$ cat src/rtl/uart_pkg.sv
// Shared UART definitions: FSM state encoding and serial line levels,
// used by both the transmitter and the receiver.
package uart_pkg;

    typedef enum logic [2:0] {
        IDLE   = 3'd0,
        START  = 3'd1,
        DATA   = 3'd2,
        PARITY = 3'd3,
        STOP   = 3'd4
    } uartState_e;

    localparam logic IDLE_LEVEL  = 1'b1;
    localparam logic START_LEVEL = 1'b0;
    localparam logic STOP_LEVEL  = 1'b1;

    // A prescale of zero would never finish a bit, so it runs as one clk per bit.
    function automatic logic [5:0] effectivePrescale(input logic [5:0] prescale);
        return (prescale == 6'd0) ? 6'd1 : prescale;
    endfunction

endpackage

$ cat src/rtl/uart_tx_top_if.sv
// Transmit-side bundle: parallel request, frame options and serial output.
interface uart_tx_top_if #(
    parameter int dataWidth = 8
);
    logic [dataWidth-1:0] p_data;
    logic                 data_valid;
    logic                 par_en;
    logic                 par_type;
    logic [5:0]           prescale;
    logic                 tx_out;
    logic                 busy;

    modport master (
        output p_data, data_valid, par_en, par_type, prescale,
        input  tx_out, busy
    );

    modport slave (
        input  p_data, data_valid, par_en, par_type, prescale,
        output tx_out, busy
    );
endinterface

$ cat src/rtl/uart_tx_top_parity_calc.sv
// Parity of a data word: plain XOR for even parity, inverted XOR for odd.
module uartTx_parity_calc #(
    parameter int dataWidth = 8
) (
    input  logic [dataWidth-1:0] data_i,
    input  logic                 parType_i,
    output logic                 parityBit_o
);
    assign parityBit_o = (^data_i) ^ parType_i;
endmodule

$ cat src/rtl/uart_tx_top.sv
// UART transmitter: latches a word and its frame options on acceptance, then
// shifts out start, data (LSB first), optional parity and stop bits.
module uart_tx_top
    import uart_pkg::*;
#(
    parameter int dataWidth = 8
) (
    input logic         clk,
    input logic         rst,
    uart_tx_top_if.slave bus
);
    localparam int bitCntWidth = (dataWidth > 1) ? $clog2(dataWidth) : 1;
    localparam logic [bitCntWidth-1:0] lastBit = bitCntWidth'(dataWidth - 1);

    uartState_e             state_q, state_d;
    logic [5:0]             edgeCnt_q, edgeCnt_d;
    logic [bitCntWidth-1:0] bitCnt_q, bitCnt_d;
    logic [dataWidth-1:0]   shift_q, shift_d;
    logic                   parity_q, parity_d;
    logic [5:0]             prescale_q, prescale_d;
    logic                   parEn_q, parEn_d;
    logic                   txOut_q, txOut_d;
    logic                   busy_q, busy_d;
    logic                   parityBit;
    logic                   lastEdge;

    uartTx_parity_calc #(.dataWidth(dataWidth)) parityCalc (
        .data_i      (bus.p_data),
        .parType_i   (bus.par_type),
        .parityBit_o (parityBit)
    );

    assign lastEdge = (edgeCnt_q == prescale_q - 6'd1);

    // txOut_d is the level for the upcoming bit, so the line itself is a flop.
    always_comb begin
        state_d    = state_q;
        edgeCnt_d  = edgeCnt_q;
        bitCnt_d   = bitCnt_q;
        shift_d    = shift_q;
        parity_d   = parity_q;
        prescale_d = prescale_q;
        parEn_d    = parEn_q;
        txOut_d    = txOut_q;
        busy_d     = busy_q;

        if (state_q == IDLE) begin
            txOut_d = IDLE_LEVEL;
            busy_d  = 1'b0;
            if (bus.data_valid && !busy_q) begin
                shift_d    = bus.p_data;
                parity_d   = parityBit;
                prescale_d = effectivePrescale(bus.prescale);
                parEn_d    = bus.par_en;
                edgeCnt_d  = 6'd0;
                bitCnt_d   = '0;
                state_d    = START;
                txOut_d    = START_LEVEL;
                busy_d     = 1'b1;
            end
        end else if (!lastEdge) begin
            edgeCnt_d = edgeCnt_q + 6'd1;
        end else begin
            edgeCnt_d = 6'd0;
            unique case (state_q)
                START: begin
                    state_d = DATA;
                    txOut_d = shift_q[0];
                end
                DATA: begin
                    if (bitCnt_q == lastBit) begin
                        state_d = parEn_q ? PARITY : STOP;
                        txOut_d = parEn_q ? parity_q : STOP_LEVEL;
                    end else begin
                        bitCnt_d = bitCnt_q + 1'b1;
                        shift_d  = shift_q >> 1;
                        txOut_d  = shift_d[0];
                    end
                end
                PARITY: begin
                    state_d = STOP;
                    txOut_d = STOP_LEVEL;
                end
                default: begin
                    state_d = IDLE;
                    txOut_d = IDLE_LEVEL;
                    busy_d  = 1'b0;
                end
            endcase
        end
    end

    always_ff @(posedge clk) begin
        if (!rst) begin
            state_q    <= IDLE;
            edgeCnt_q  <= 6'd0;
            bitCnt_q   <= '0;
            shift_q    <= '0;
            parity_q   <= 1'b0;
            prescale_q <= 6'd0;
            parEn_q    <= 1'b0;
            txOut_q    <= IDLE_LEVEL;
            busy_q     <= 1'b0;
        end else begin
            state_q    <= state_d;
            edgeCnt_q  <= edgeCnt_d;
            bitCnt_q   <= bitCnt_d;
            shift_q    <= shift_d;
            parity_q   <= parity_d;
            prescale_q <= prescale_d;
            parEn_q    <= parEn_d;
            txOut_q    <= txOut_d;
            busy_q     <= busy_d;
        end
    end

    assign bus.tx_out = txOut_q;
    assign bus.busy   = busy_q;

endmodule

$ cat src/flat_wrapper.sv
// flat-port wrapper written by rule: the top's interface ports become plain ports
module uart_tx_top_flat import uart_pkg::*;
#(
    parameter int dataWidth = 8
)
  (clk, rst, bus_p_data, bus_data_valid, bus_par_en, bus_par_type, bus_prescale, bus_tx_out, bus_busy);
  uart_tx_top_if #(.dataWidth(dataWidth)) bus_i ();
  input logic clk;
  input logic rst;
  input wire logic [$bits(bus_i.p_data)-1:0] bus_p_data;
  input wire logic [$bits(bus_i.data_valid)-1:0] bus_data_valid;
  input wire logic [$bits(bus_i.par_en)-1:0] bus_par_en;
  input wire logic [$bits(bus_i.par_type)-1:0] bus_par_type;
  input wire logic [$bits(bus_i.prescale)-1:0] bus_prescale;
  output wire logic [$bits(bus_i.tx_out)-1:0] bus_tx_out;
  output wire logic [$bits(bus_i.busy)-1:0] bus_busy;
  assign bus_i.p_data = bus_p_data;
  assign bus_i.data_valid = bus_data_valid;
  assign bus_i.par_en = bus_par_en;
  assign bus_i.par_type = bus_par_type;
  assign bus_i.prescale = bus_prescale;
  assign bus_tx_out = bus_i.tx_out;
  assign bus_busy = bus_i.busy;
  uart_tx_top #(.dataWidth(dataWidth)) u_core (.clk(clk), .rst(rst), .bus(bus_i));
endmodule
$ cat config.mk
export PLATFORM = sky130hd
export DESIGN_NAME = uart_tx_top_flat
export DESIGN_NICKNAME = d
export VERILOG_FILES = /design/src/rtl/uart_pkg.sv /design/src/rtl/uart_tx_top_if.sv /design/src/rtl/uart_tx_top_parity_calc.sv /design/src/rtl/uart_tx_top.sv /design/src/flat_wrapper.sv
export SDC_FILE = /design/constraint.sdc
export NUM_CORES = 1
export LEC_CHECK = 0
export BUFFER_PORTS_ARGS = -buffer_cell sky130_fd_sc_hd__buf_2
export CORE_MARGIN = 2
export CORE_UTILIZATION = 61
export DETAILED_ROUTE_END_ITERATION = 8
export PLACE_DENSITY = 0.83
export SLEW_MARGIN = 5
export SYNTH_ARGS = -nofsm -noshare
export SYNTH_HDL_FRONTEND = slang
export SYNTH_SLANG_ARGS = --single-unit
$ cat constraint.sdc
create_clock -name clk -period 5.73 [get_ports clk]
set_input_delay 0.8595 -clock clk [delete_from_list [all_inputs] [get_ports clk]]
set_output_delay 0.8595 -clock clk [all_outputs]
set_load 0.005 [all_outputs]
==> results of run 1 <==
[cell type report]
type / instances / area share (%)
clock buffer: 7 / 3.05
clock inverter: 1 / 0.278
inverter: 5 / 1.04
multi-input combinational: 161 / 54.3
sequential: 30 / 33.3
tap: 30 / 2.08
timing repair buffer: 21 / 5.97
[final timing paths]
kind,from,end,cells after the start,slack [ps]
worst max-delay path,u_core.prescale_q[0],u_core.shift_q[5],8,3090
worst min-delay path,u_core.parity_q,u_core.parity_q,2,460
worst min register to register,u_core.parity_q,u_core.parity_q,2,460
worst max register to register,u_core.prescale_q[0],u_core.shift_q[5],8,3090
[registers in the layout, indices dropped and copies added (netlist names)]
signal / cells
u_core.bitCnt_q: 3
u_core.bus.busy: 1
u_core.bus.tx_out: 1
u_core.edgeCnt_q: 6
u_core.parEn_q: 1
u_core.parity_q: 1
u_core.prescale_q: 6
u_core.shift_q: 8
u_core.state_q: 3
[cell usage after synthesis (all sizes together)]
library cell and instances:
nand2 60, dfxtp 30, mux2i 13, nor2 13, xnor2 11, a21oi 10, clkbuf 8, o21ai 7
xor2 7, inv 5, nand3 5, ha 4, a31oi 3, buf 3, nor3 3, or3 3
a211oi 2, and2 2, nor2b 2, a21o 1, a221oi 1, a2bb2oi 1, and4 1, nand2b 1
nand3b 1, nand4 1, nor3b 1, nor4 1, o2111ai 1, o22ai 1, o41a 1, o41ai 1
or3b 1, or4 1, or4b 1
[report_power, final]
| group | internal (mW) | switching, mW | leakage (nW) |
|---|---|---|---|
| Combinational | 0.0407 | 0.0555 | 0.504 |
| Clock | 0.0594 | 0.0686 | 0.0353 |
| Sequential | 0.222 | 0.0118 | 0.245 |
[routing by layer]
layer	routed length, um	vias up	part of all wire [%]
met5	0	-	0
met4	95	0	2.8
met3	169	10	4.9
met2	1750	40	51
met1	1430	664	42
li1	-	732	-
[stage by stage]
step,instance area (sq um),util [%],hold slack [ps]
after global placement,1740,69.1,442
final,1800,71.5,464
after floorplan,1660,-,432
after CTS,1800,71.5,465
after detailed placement,1740,69.1,452
after global routing,1800,71.5,486
[critical path, stage by stage (launching register included)]
cell	delay, ps
dfxtp_1	430
inv_1	70
ha_1	210
and2_1	190
o21ai_1	160
o2111ai_1	190
nor4_4	660
a21oi_2	380
mux2i_1	200
[cells by family after synthesis]
| kind of cell | count (synthesis) | synth area share [%] |
|---|---|---|
| buffers and inverters | 16 | 4.61 |
| flip-flops | 30 | 36.3 |
| AND/OR/NAND/NOR | 97 | 27.0 |
| multiplexers | 13 | 7.86 |
| XOR/XNOR | 18 | 9.52 |
| adder cells (fa/ha/maj) | 4 | 3.02 |
| AO/OA/AOI/OAI | 29 | 11.7 |
==> results.md, run 1 <==
* Status: completed
* Number of buffers created by CTS at 5
* Largest net degree at the start of global routing at 26
* Post-Syn Area per Cell at 8.00 sq um
* Cell Area, Synth at 1660 sq um
* Rows at 18
* Layout cells sized above 1 at 15.1%
* Area of the core at 2520 sq um
* Placer Congestion at 0.830
* Drt total wl at 3450 um
* Number of fill cells at 205
* Crit path required time at 5910 ps
* Synth cell types at 40
* Synth area leader: dfxtp_1
* TritonCTS Sinks at 30
* Area grow syn2layout at 8.92%
* RSZ-0062 raised after global routing: false
* Final non-filler cell total at 255
* Worst Max-Slew Pin Slew at 781 ps
* FF/Latch Area at 601 sq um
* WS Path Type: flip-flop to flip-flop
* Root buf cell: clkbuf_4
* Post-route setup slack at 3090 ps
* Worst slack, placed at 3110 ps
* Met3 Use GR at 6.98%
* Die Span X at 56.1 um
* GR Util met2 at 42.2%
* DRC viols at 0
* All-Layer GR Usage at 24.4%
* DRT antenna net count at 0
* Initial DRT Pass Iterations at 4
* Clock latency on the worst-skew pair at 320 ps
* GR Overflow Total at 0
* Crit path launch type: flip-flop
* CTS resizes at 0
* Mapped Cells at 207
* Die area at 3150 sq um
* Starting Density at 65.6%
* Most area-consuming cells after synthesis: dfxtp_1 (36%), nand2_1 (14%), mux2i_1 (7.9%)
* Gr busiest metal: met2
* P per Cell Area at 254 nW/um^2
* ANT cells at 0
* Final nets at 247
* Commonest non-fill, non-tap cell in the layout: nand2_1
* Initial antenna violation count at 0
* Drt initial violations at 47
* I/O pin total at 21
* Crit path max fanout at 13
* Synthesized Nets at 230
* Post-synthesis sequential area ratio at 36.3%
* Leakage power at 0.784 nW
* Period utilization at 46.0%
* Skew final at 6.77 ps
* Max_cap viols at 0
* WL/cell at 13.5 um
* Post-synthesis register bit count at 30
* Worst setup EP type: flip-flop
* Power, Total at 0.458 mW
* Commonest non-fill, non-tap cells in the layout: nand2_1 (60), dfxtp_1 (30), buf_2 (20), nor2_1 (13), mux2i_1 (13)
* DIE HEIGHT at 56.1 um
* Maximum clock frequency at 0.379 GHz
* Vias/cell at 5.67
* Hold_buf cts at 0
* Setup TNS Final at 0 ps
* Slew margin rel. at 48.0%
* CTS tree: yes
* # H-tree levels at 2
* Multi-input logic area at 978 sq um
* Vias in the first global route at 1380
* Fin. max-slew vios at 0
* First-pass GRT wire length at 5960 um
* Final setup fails at 0
* Met1 Use GR at 27.2%
* Clock Tree Buf Depth at 2
* Yosys warning total at 0
* Vias post-DR at 1446
* IO Port Bufs at 20
* Area share of the largest cell type after synthesis at 36.3%
* Clock transition at path regs at 90 ps
* Final hold vios at 0
* Hold Path Class: flip-flop to flip-flop
* Post-CTS setup buffer count at 0
* Dpl cells at 247
* Worst vdd rail ir drop at 0.229 mV
* CP arrival at 2810 ps
* Post-DP HPWL at 2460 um
* Final worst path period need at 2640 ps
(Power assumes the default switching activity.)
==> inputs of run 2 (changes only) <==
- ABC_AREA: not set -> 1
- CORE_UTILIZATION: 61 -> 52
- PLACE_DENSITY: 0.83 -> 0.75
- clock period: 5.73 -> 2.19 ns (I/O delays scaled with it)
==> run 2 against run 1 <==
Net effect:
- count of clock-buffer cells in the layout did not move
- sequential cell count stayed put
- core utilization shrank 12 points
- total power rose to 6.5 times the previous value
- fmax increased by 39%
- area after synthesis is 7.9% higher
- design area increased by 9.0%
- register-to-register slack worse by 2800 ps
- wire length up 2.9%
- hold slack worse by 220 ps
- setup slack got worse by 2800 ps
- clock skew about the same
- largest cell class unchanged
- largest power group is now combinational cells
==> results.md, run 2 <==
* Clock Tree Buf Depth at 2 (unchanged)
* CTS tree: yes (unchanged)
* Post-synthesis sequential area ratio at 33.6% (was 36.3%)
* Placer Congestion at 0.866 (was 0.830)
* DRT antenna net count at 0 (unchanged)
* WL/cell at 10.4 um (was 13.5 um)
* First-pass GRT wire length at 6540 um (was 5960 um)
* TritonCTS Sinks at 30 (unchanged)
* Synth cell count leaders: nand2_1 (72), nor2_1 (39), inv_1 (37), dfxtp_1 (30), o21ai_0 (19) (was nand2_1 (60), dfxtp_1 (30), mux2i_1 (13), nor2_1 (13), xnor2_1 (11))
* ANT cells at 0 (unchanged)
* Die area at 3920 sq um (was 3150 sq um)
* Prevailing post-synth register cell: dfxtp_1 (unchanged)
* DRC viols at 0 (unchanged)
* Maximum clock frequency at 0.527 GHz (was 0.379 GHz)
* GR Overflow Total at 0 (unchanged)
* Post-synthesis register bit count at 30 (unchanged)
* Setup TNS Final at 0 ps (unchanged)
* Final setup fails at 0 (unchanged)
* Drt initial violations at 84 (was 47)
* Worst vdd rail ir drop at 0.742 mV (was 0.229 mV)
* Die Span X at 62.6 um (was 56.1 um)
* IO Port Bufs at 20 (unchanged)
* I/O pin total at 21 (unchanged)
* Largest register FFs at 8 (unchanged)
* Number of fill cells at 356 (was 205)
* Final hold vios at 0 (unchanged)
* Clock latency on the worst-skew pair at 330 ps (was 320 ps)
* Vias in the first global route at 1526 (was 1380)
* Final worst path period need at 1900 ps (was 2640 ps)
* Hold_buf cts at 0 (unchanged)
* Status: completed (unchanged)
* Initial antenna violation count at 0 (unchanged)
* Synth area leader: dfxtp_1 (unchanged)
* Vias/cell at 4.76 (was 5.67)
* Crit path max fanout at 20 (was 13)
* Count leader, synth: nand2_1 (unchanged)
* Capture point of the worst path: u_core.shift_q[3] (was u_core.shift_q[5])
* Leakage power at 0.991 nW (was 0.784 nW)
* Commonest non-fill, non-tap cells in the layout: nand2_1 (72), nor2_1 (39), inv_1 (37), dfxtp_1 (30), buf_2 (20) (was nand2_1 (60), dfxtp_1 (30), buf_2 (20), nor2_1 (13), mux2i_1 (13))
* Hold Path Class: input port to flip-flop (was flip-flop to flip-flop)
* Post-synth EDFFs at 0 (unchanged)
* Worst setup EP type: flip-flop (unchanged)
* Worst Max-Slew Pin Slew at 364 ps (was 781 ps)
* Largest net degree at the start of global routing at 21 (was 26)
* Power, Total at 2.96 mW (was 0.458 mW)
* Cell Area, Synth at 1790 sq um (was 1660 sq um)
* Crit path launch type: flip-flop (unchanged)
* Area grow syn2layout at 10.1% (was 8.92%)
* P per Cell Area at 1500 nW/um^2 (was 254 nW/um^2)
* CP arrival at 2170 ps (was 2810 ps)
* Mapped Cells at 273 (was 207)
* Final nets at 318 (was 247)
* Number of buffers created by CTS at 5 (unchanged)
* Starting Density at 53.9% (was 65.6%)
* Rows at 21 (was 18)
* Post-DP HPWL at 2620 um (was 2460 um)
* WS Path Type: flip-flop to flip-flop (unchanged)
* Drt total wl at 3550 um (was 3450 um)
* Yosys warning total at 0 (unchanged)
* FF-to-FF End: u_core.shift_q[3] (was u_core.shift_q[5])
* Root buf cell: clkbuf_4 (unchanged)
* Slew margin rel. at 75.7% (was 48.0%)
* Vias post-DR at 1629 (was 1446)
* Area share of the largest cell type after synthesis at 33.6% (was 36.3%)
* Post-synthesis async set-or-reset flop share at 0% (unchanged)
* Synthesized Nets at 296 (was 230)
* Layout cells sized above 1 at 15.2% (was 15.1%)
* # H-tree levels at 2 (unchanged)
* Critical R2R Launch: u_core.prescale_q[0] (unchanged)
* Commonest non-fill, non-tap cell in the layout: nand2_1 (unchanged)
* Fin. max-slew vios at 0 (unchanged)
* RSZ-0062 raised after global routing: false (unchanged)
* Crit path required time at 2460 ps (was 5910 ps)
* Post-CTS setup buffer count at 0 (unchanged)
* R2R setup slack at 290 ps (was 3090 ps)
* Worst R2R Path Depth at 11 (was 8)
* Worst setup startpoint: u_core.prescale_q[0] (unchanged)
* Top flop regs: u_core.shift_q (8), u_core.edgeCnt_q (6), u_core.prescale_q (6) (unchanged)
* Largest Register: u_core.shift_q (unchanged)
* Post-Syn Area per Cell at 6.54 sq um (was 8.00 sq um)
* Max_cap viols at 0 (unchanged)
* Synth cell types at 28 (was 40)
* Clock transition at path regs at 100 ps (was 90 ps)
* CTS resizes at 0 (unchanged)
* Most area-consuming cells after synthesis: dfxtp_1 (34%), nand2_1 (15%), nor2_1 (8.2%) (was dfxtp_1 (36%), nand2_1 (14%), mux2i_1 (7.9%))
* Initial DRT Pass Iterations at 4 (unchanged)
* DIE HEIGHT at 62.6 um (was 56.1 um)
* Area of the core at 3310 sq um (was 2520 sq um)
* All-Layer GR Usage at 20.8% (was 24.4%)
* Period utilization at 86.6% (was 46.0%)
* Skew final at 6.89 ps (was 6.77 ps)
## run 2: changes by cell type in the layout (fill, tap and decap cells not counted), moves of 12 or more
cell / before / now
inv_1: 5 / 37
nor2_1: 13 / 39
o21ai_0: 5 / 19
mux2i_1: 13 / 0
nand2_1: 60 / 72
## run 2: cell type report
cell class / instances / area (sq um) / area share, %
well taps: 46 / 57.6 / 2.93
repair buffers: 22 / 115 / 5.86
flip-flops and latches: 30 / 601 / 30.6
inverters: 40 / 150 / 7.64
clock inverters: 1 / 5.00 / 0.255
multi-input cells: 196 / 982 / 50.0
clock buffers: 7 / 55.1 / 2.80
## run 2: kinds of logic after synthesis
kind of cell	share of synthesized area, %
compound gates	10.9
simple gates	34.5
flops	33.6
fa+ha+maj	2.80
xor+xnor	6.38
buf+inv	11.8
## run 2: worst max-delay path, cell delays in order (launching register included)
cell,delay [ps]
dfxtp_1,390
inv_2,70
ha_1,300
xor2_1,150
nand3_1,100
nor2_2,120
nand3_2,100
nand2_4,130
nand3_4,210
nand2_1,110
nand2_1,50
nor2_1,90
## run 2: how the worst min path moves through the flow
stage	slack, ps	endpoint	startpoint	depth (start not counted)
6_report	250	u_core.prescale_q[5]	bus_prescale[5]	3
5_1_grt	250	u_core.prescale_q[2]	bus_prescale[2]	3
4_1_cts	240	u_core.prescale_q[5]	bus_prescale[5]	3
3_5_place_dp	500	u_core.edgeCnt_q[5]	u_core.edgeCnt_q[5]	2
3_3_place_gp	490	u_core.prescale_q[0]	u_core.prescale_q[0]	2
2_1_floorplan	460	u_core.parEn_q	u_core.parEn_q	2
## run 2: metrics by stage
step           hold WS [ps]  util, %  cells  setup slack [ps]  instance area [sq um]
2_1_floorplan           461        -    273               506                   1790
6_report                249     59.4    342               293                   1970
3_5_place_dp            503     57.3    334               175                   1900
3_3_place_gp            494     57.3    334               228                   1900
5_1_grt                 252     59.4    342              50.6                   1970
4_1_cts                 243     59.1    342               116                   1960
## run 2: per-layer routing
metal / up-vias / wire length, um / track usage [%]
met5: - / 0 / 0
met2: 18 / 1690 / 36.3
li1: 887 / - / -
met1: 719 / 1710 / 25.3
met3: 5 / 98 / 4.32
met4: 0 / 47 / 7.50
## run 2: where the power goes
part	internal [mW]	total (mW)	switching [mW]
registers	0.760	0.895	0.135
logic	0.600	1.72	1.12
clock network	0.155	0.345	0.190
total	1.51	2.96	1.44
==> inputs of run 3 (changes only) <==
- ABC_AREA: 1 -> not set
- BUFFER_PORTS_ARGS: -buffer_cell sky130_fd_sc_hd__buf_2 -> not set
- CORE_UTILIZATION: 52 -> 56
- DONT_BUFFER_PORTS: not set -> 1
- PLACE_DENSITY: 0.75 -> 0.74
==> run 3 against run 2 <==
Net effect:
- count of clock-buffer cells in the layout down 1
- total power down 59%
- wire length down 0.37%
- register-to-register slack worse by 210 ps
- die area down 13%
- sequential power down 32%
- final cell count down 29%
- core utilization up 4.6 points
- critical path type unchanged
==> results.md, run 3 (same netlist as run 1, synthesis figures left out) <==
* Status: completed (unchanged)
* Root buf cell: clkbuf_4 (unchanged)
* Utilization after layout at 64.0% (was 59.4%)
* All-Layer GR Usage at 22.5% (was 20.8%)
* WS Path Type: flip-flop to flip-flop (unchanged)
* Die area at 3410 sq um (was 3920 sq um)
* Final hold vios at 0 (unchanged)
* DIE HEIGHT at 58.4 um (was 62.6 um)
* Final non-filler cell total at 243 (was 342)
* Initial DRT Pass Iterations at 4 (unchanged)
* Worst R2R Path Depth at 8 (was 11)
* ANT cells at 0 (unchanged)
* Seq pwr share at 50.9% (was 30.3%)
* Final nets at 234 (was 318)
* Number of buffers created by CTS at 5 (unchanged)
* Placer Congestion at 0.873 (was 0.866)
* Sw Pwr at 0.359 mW (was 1.44 mW)
* Hold Crit Start: bus_par_en (was bus_prescale[5])
* Setup TNS Final at 0 ps (unchanged)
* Area of the core at 2780 sq um (was 3310 sq um)
* GR Overflow Total at 0 (unchanged)
* Vias post-DR at 1416 (was 1629)
* Initial antenna violation count at 0 (unchanged)
* Internal at 0.840 mW (was 1.51 mW)
* FF-to-FF End: u_core.edgeCnt_q[2] (was u_core.shift_q[3])
* DRT antenna net count at 0 (unchanged)
* Crit path max fanout at 4 (was 20)
* Commonest non-fill, non-tap cells in the layout: nand2_1 (60), dfxtp_1 (29), nor2_1 (13), mux2i_1 (13), xnor2_1 (10) (was nand2_1 (72), nor2_1 (39), inv_1 (37), dfxtp_1 (30), buf_2 (20))
* Slew margin rel. at 62.2% (was 75.7%)
* Area grow syn2layout at 7.56% (was 10.1%)
* Largest net degree at the start of global routing at 26 (was 21)
* Max_cap viols at 0 (unchanged)
* Capture point of the worst path: u_core.edgeCnt_q[2] (was u_core.shift_q[3])
* R2R setup slack at 80 ps (was 290 ps)
* Rows at 19 (was 21)
* Clock latency on the worst-skew pair at 320 ps (was 330 ps)
* Period utilization at 96.3% (was 86.6%)
* CP arrival at 2360 ps (was 2170 ps)
* Clock Tree Buf Depth at 2 (unchanged)
* Commonest non-fill, non-tap cell in the layout: nand2_1 (unchanged)
* Clock transition at path regs at 100 ps (about the same)
* Post-DP HPWL at 2470 um (was 2620 um)
* Worst setup EP type: flip-flop (unchanged)
* WL/cell at 14.5 um (was 10.4 um)
* Dpl cells at 232 (was 334)
* Die Span X at 58.4 um (was 62.6 um)
* Vias/cell at 5.83 (was 4.76)
* Worst Max-Slew Pin Slew at 567 ps (was 364 ps)
* Drt initial violations at 74 (was 84)
* Final setup fails at 0 (unchanged)
* P per Cell Area at 674 nW/um^2 (was 1500 nW/um^2)
* Vias in the first global route at 1435 (was 1526)
* Critical R2R Launch: u_core.prescale_q[1] (was u_core.prescale_q[0])
* Maximum clock frequency at 0.474 GHz (was 0.527 GHz)
* Hold Path Class: input port to flip-flop (unchanged)
* Largest register FFs at 8 (unchanged)
* Leakage power at 0.748 nW (was 0.991 nW)
* Crit path required time at 2440 ps (was 2460 ps)
* DRC viols at 0 (unchanged)
* Crit path launch type: flip-flop (unchanged)
* Clk pwr share at 28.8% (was 11.7%)
* Number of fill cells at 240 (was 356)
* Largest Register: u_core.shift_q (unchanged)
* Power, Total at 1.20 mW (was 2.96 mW)
* I/O pin total at 21 (unchanged)
* Worst vdd rail ir drop at 0.531 mV (was 0.742 mV)
* Combinational power share at 20.3% (was 58.1%)
* Worst setup startpoint: u_core.prescale_q[1] (was u_core.prescale_q[0])
* # H-tree levels at 2 (unchanged)
* Switch share at 30.0% (was 48.8%)
* TritonCTS Sinks at 30 (unchanged)
* Starting Density at 59.5% (was 53.9%)
* Skew final at 12.7 ps (was 6.89 ps)
* First-pass GRT wire length at 5970 um (was 6540 um)
* Drt total wl at 3540 um (was 3550 um)
* IO Port Bufs at 0 (was 20)
* Final worst path period need at 2110 ps (was 1900 ps)
* CTS tree: yes (unchanged)
* Top flop regs: u_core.shift_q (8), u_core.edgeCnt_q (6), u_core.prescale_q (6) (unchanged)
* Fin. max-slew vios at 0 (unchanged)
* Layout cells sized above 1 at 12.3% (was 15.2%)
[run 3: cell types whose count changed in the layout (fill, tap and decap cells not counted), moves of 8 or more]
cell,before,now
nand2_1,72,60
nand3_1,13,5
nor2_1,39,13
o21ai_0,19,5
inv_1,37,5
mux2i_1,0,13
buf_2,20,1
[run 3: worst min-delay path by stage]
stage	end	slack (ps)	cells past startpoint
floorplan	u_core.parity_q	430	2
global placement	u_core.parity_q	450	2
detailed placement	u_core.parity_q	450	2
CTS	u_core.shift_q[5]	130	2
global route	u_core.shift_q[5]	120	2
finish	u_core.parEn_q	140	2
[run 3: critical path: stages (launching register included)]
cell and delay, ps:
dfxtp_2 370, inv_1 50, ha_1 210, and2_1 220, a211oi_2 320, nor4_4 110, buf_4 150, or4b_1 450
a31oi_1 170
[run 3: per-stage QoR]
stage,worst slack (ps),hold WS (ps),cell area [sq um]
3_5_place_dp,0.790,453,1670
4_1_cts,50.1,128,1740
5_1_grt,-16.2,117,1780
3_3_place_gp,180,446,1670
6_report,81.8,137,1780
2_1_floorplan,257,432,1660
[run 3: layout make-up]
class / instances / area, sq um / share of cell area (%)
repair buffers: 8 / 61.3 / 3.44
flip-flops and latches: 30 / 602 / 33.8
clock buffers: 6 / 51.3 / 2.88
clock inverters: 2 / 12.5 / 0.703
inverters: 5 / 18.8 / 1.05
well taps: 31 / 38.8 / 2.18
multi-input cells: 161 / 996 / 55.9
[run 3: power groups by stage]
stage / clock network [mW] / registers (mW) / logic (mW)
after detailed placement: 0 / 0.622 / 0.233
after global placement: 0 / 0.620 / 0.223
after CTS: 0.356 / 0.610 / 0.234
final: 0.345 / 0.611 / 0.244
after global routing: 0.381 / 0.614 / 0.272
after floorplan: 0 / 0.615 / 0.196
[run 3: what timing repair did]
item	in CTS	in global routing
setup endpoints to repair	3	4
buffers inserted	0	2
endpoints found under the hold margin	0	0
gates cloned	0	1
pin swaps	1	1
resized for setup	0	5
hold buffers	0	0
[run 3: per-layer routing]
metal	GRT usage [%]	routed length [um]	up-vias
li1	-	-	704
met1	25.3	1500	679
met2	40.3	1830	27
met3	5.49	154	6
met4	9.30	48	0
met5	0	0	-
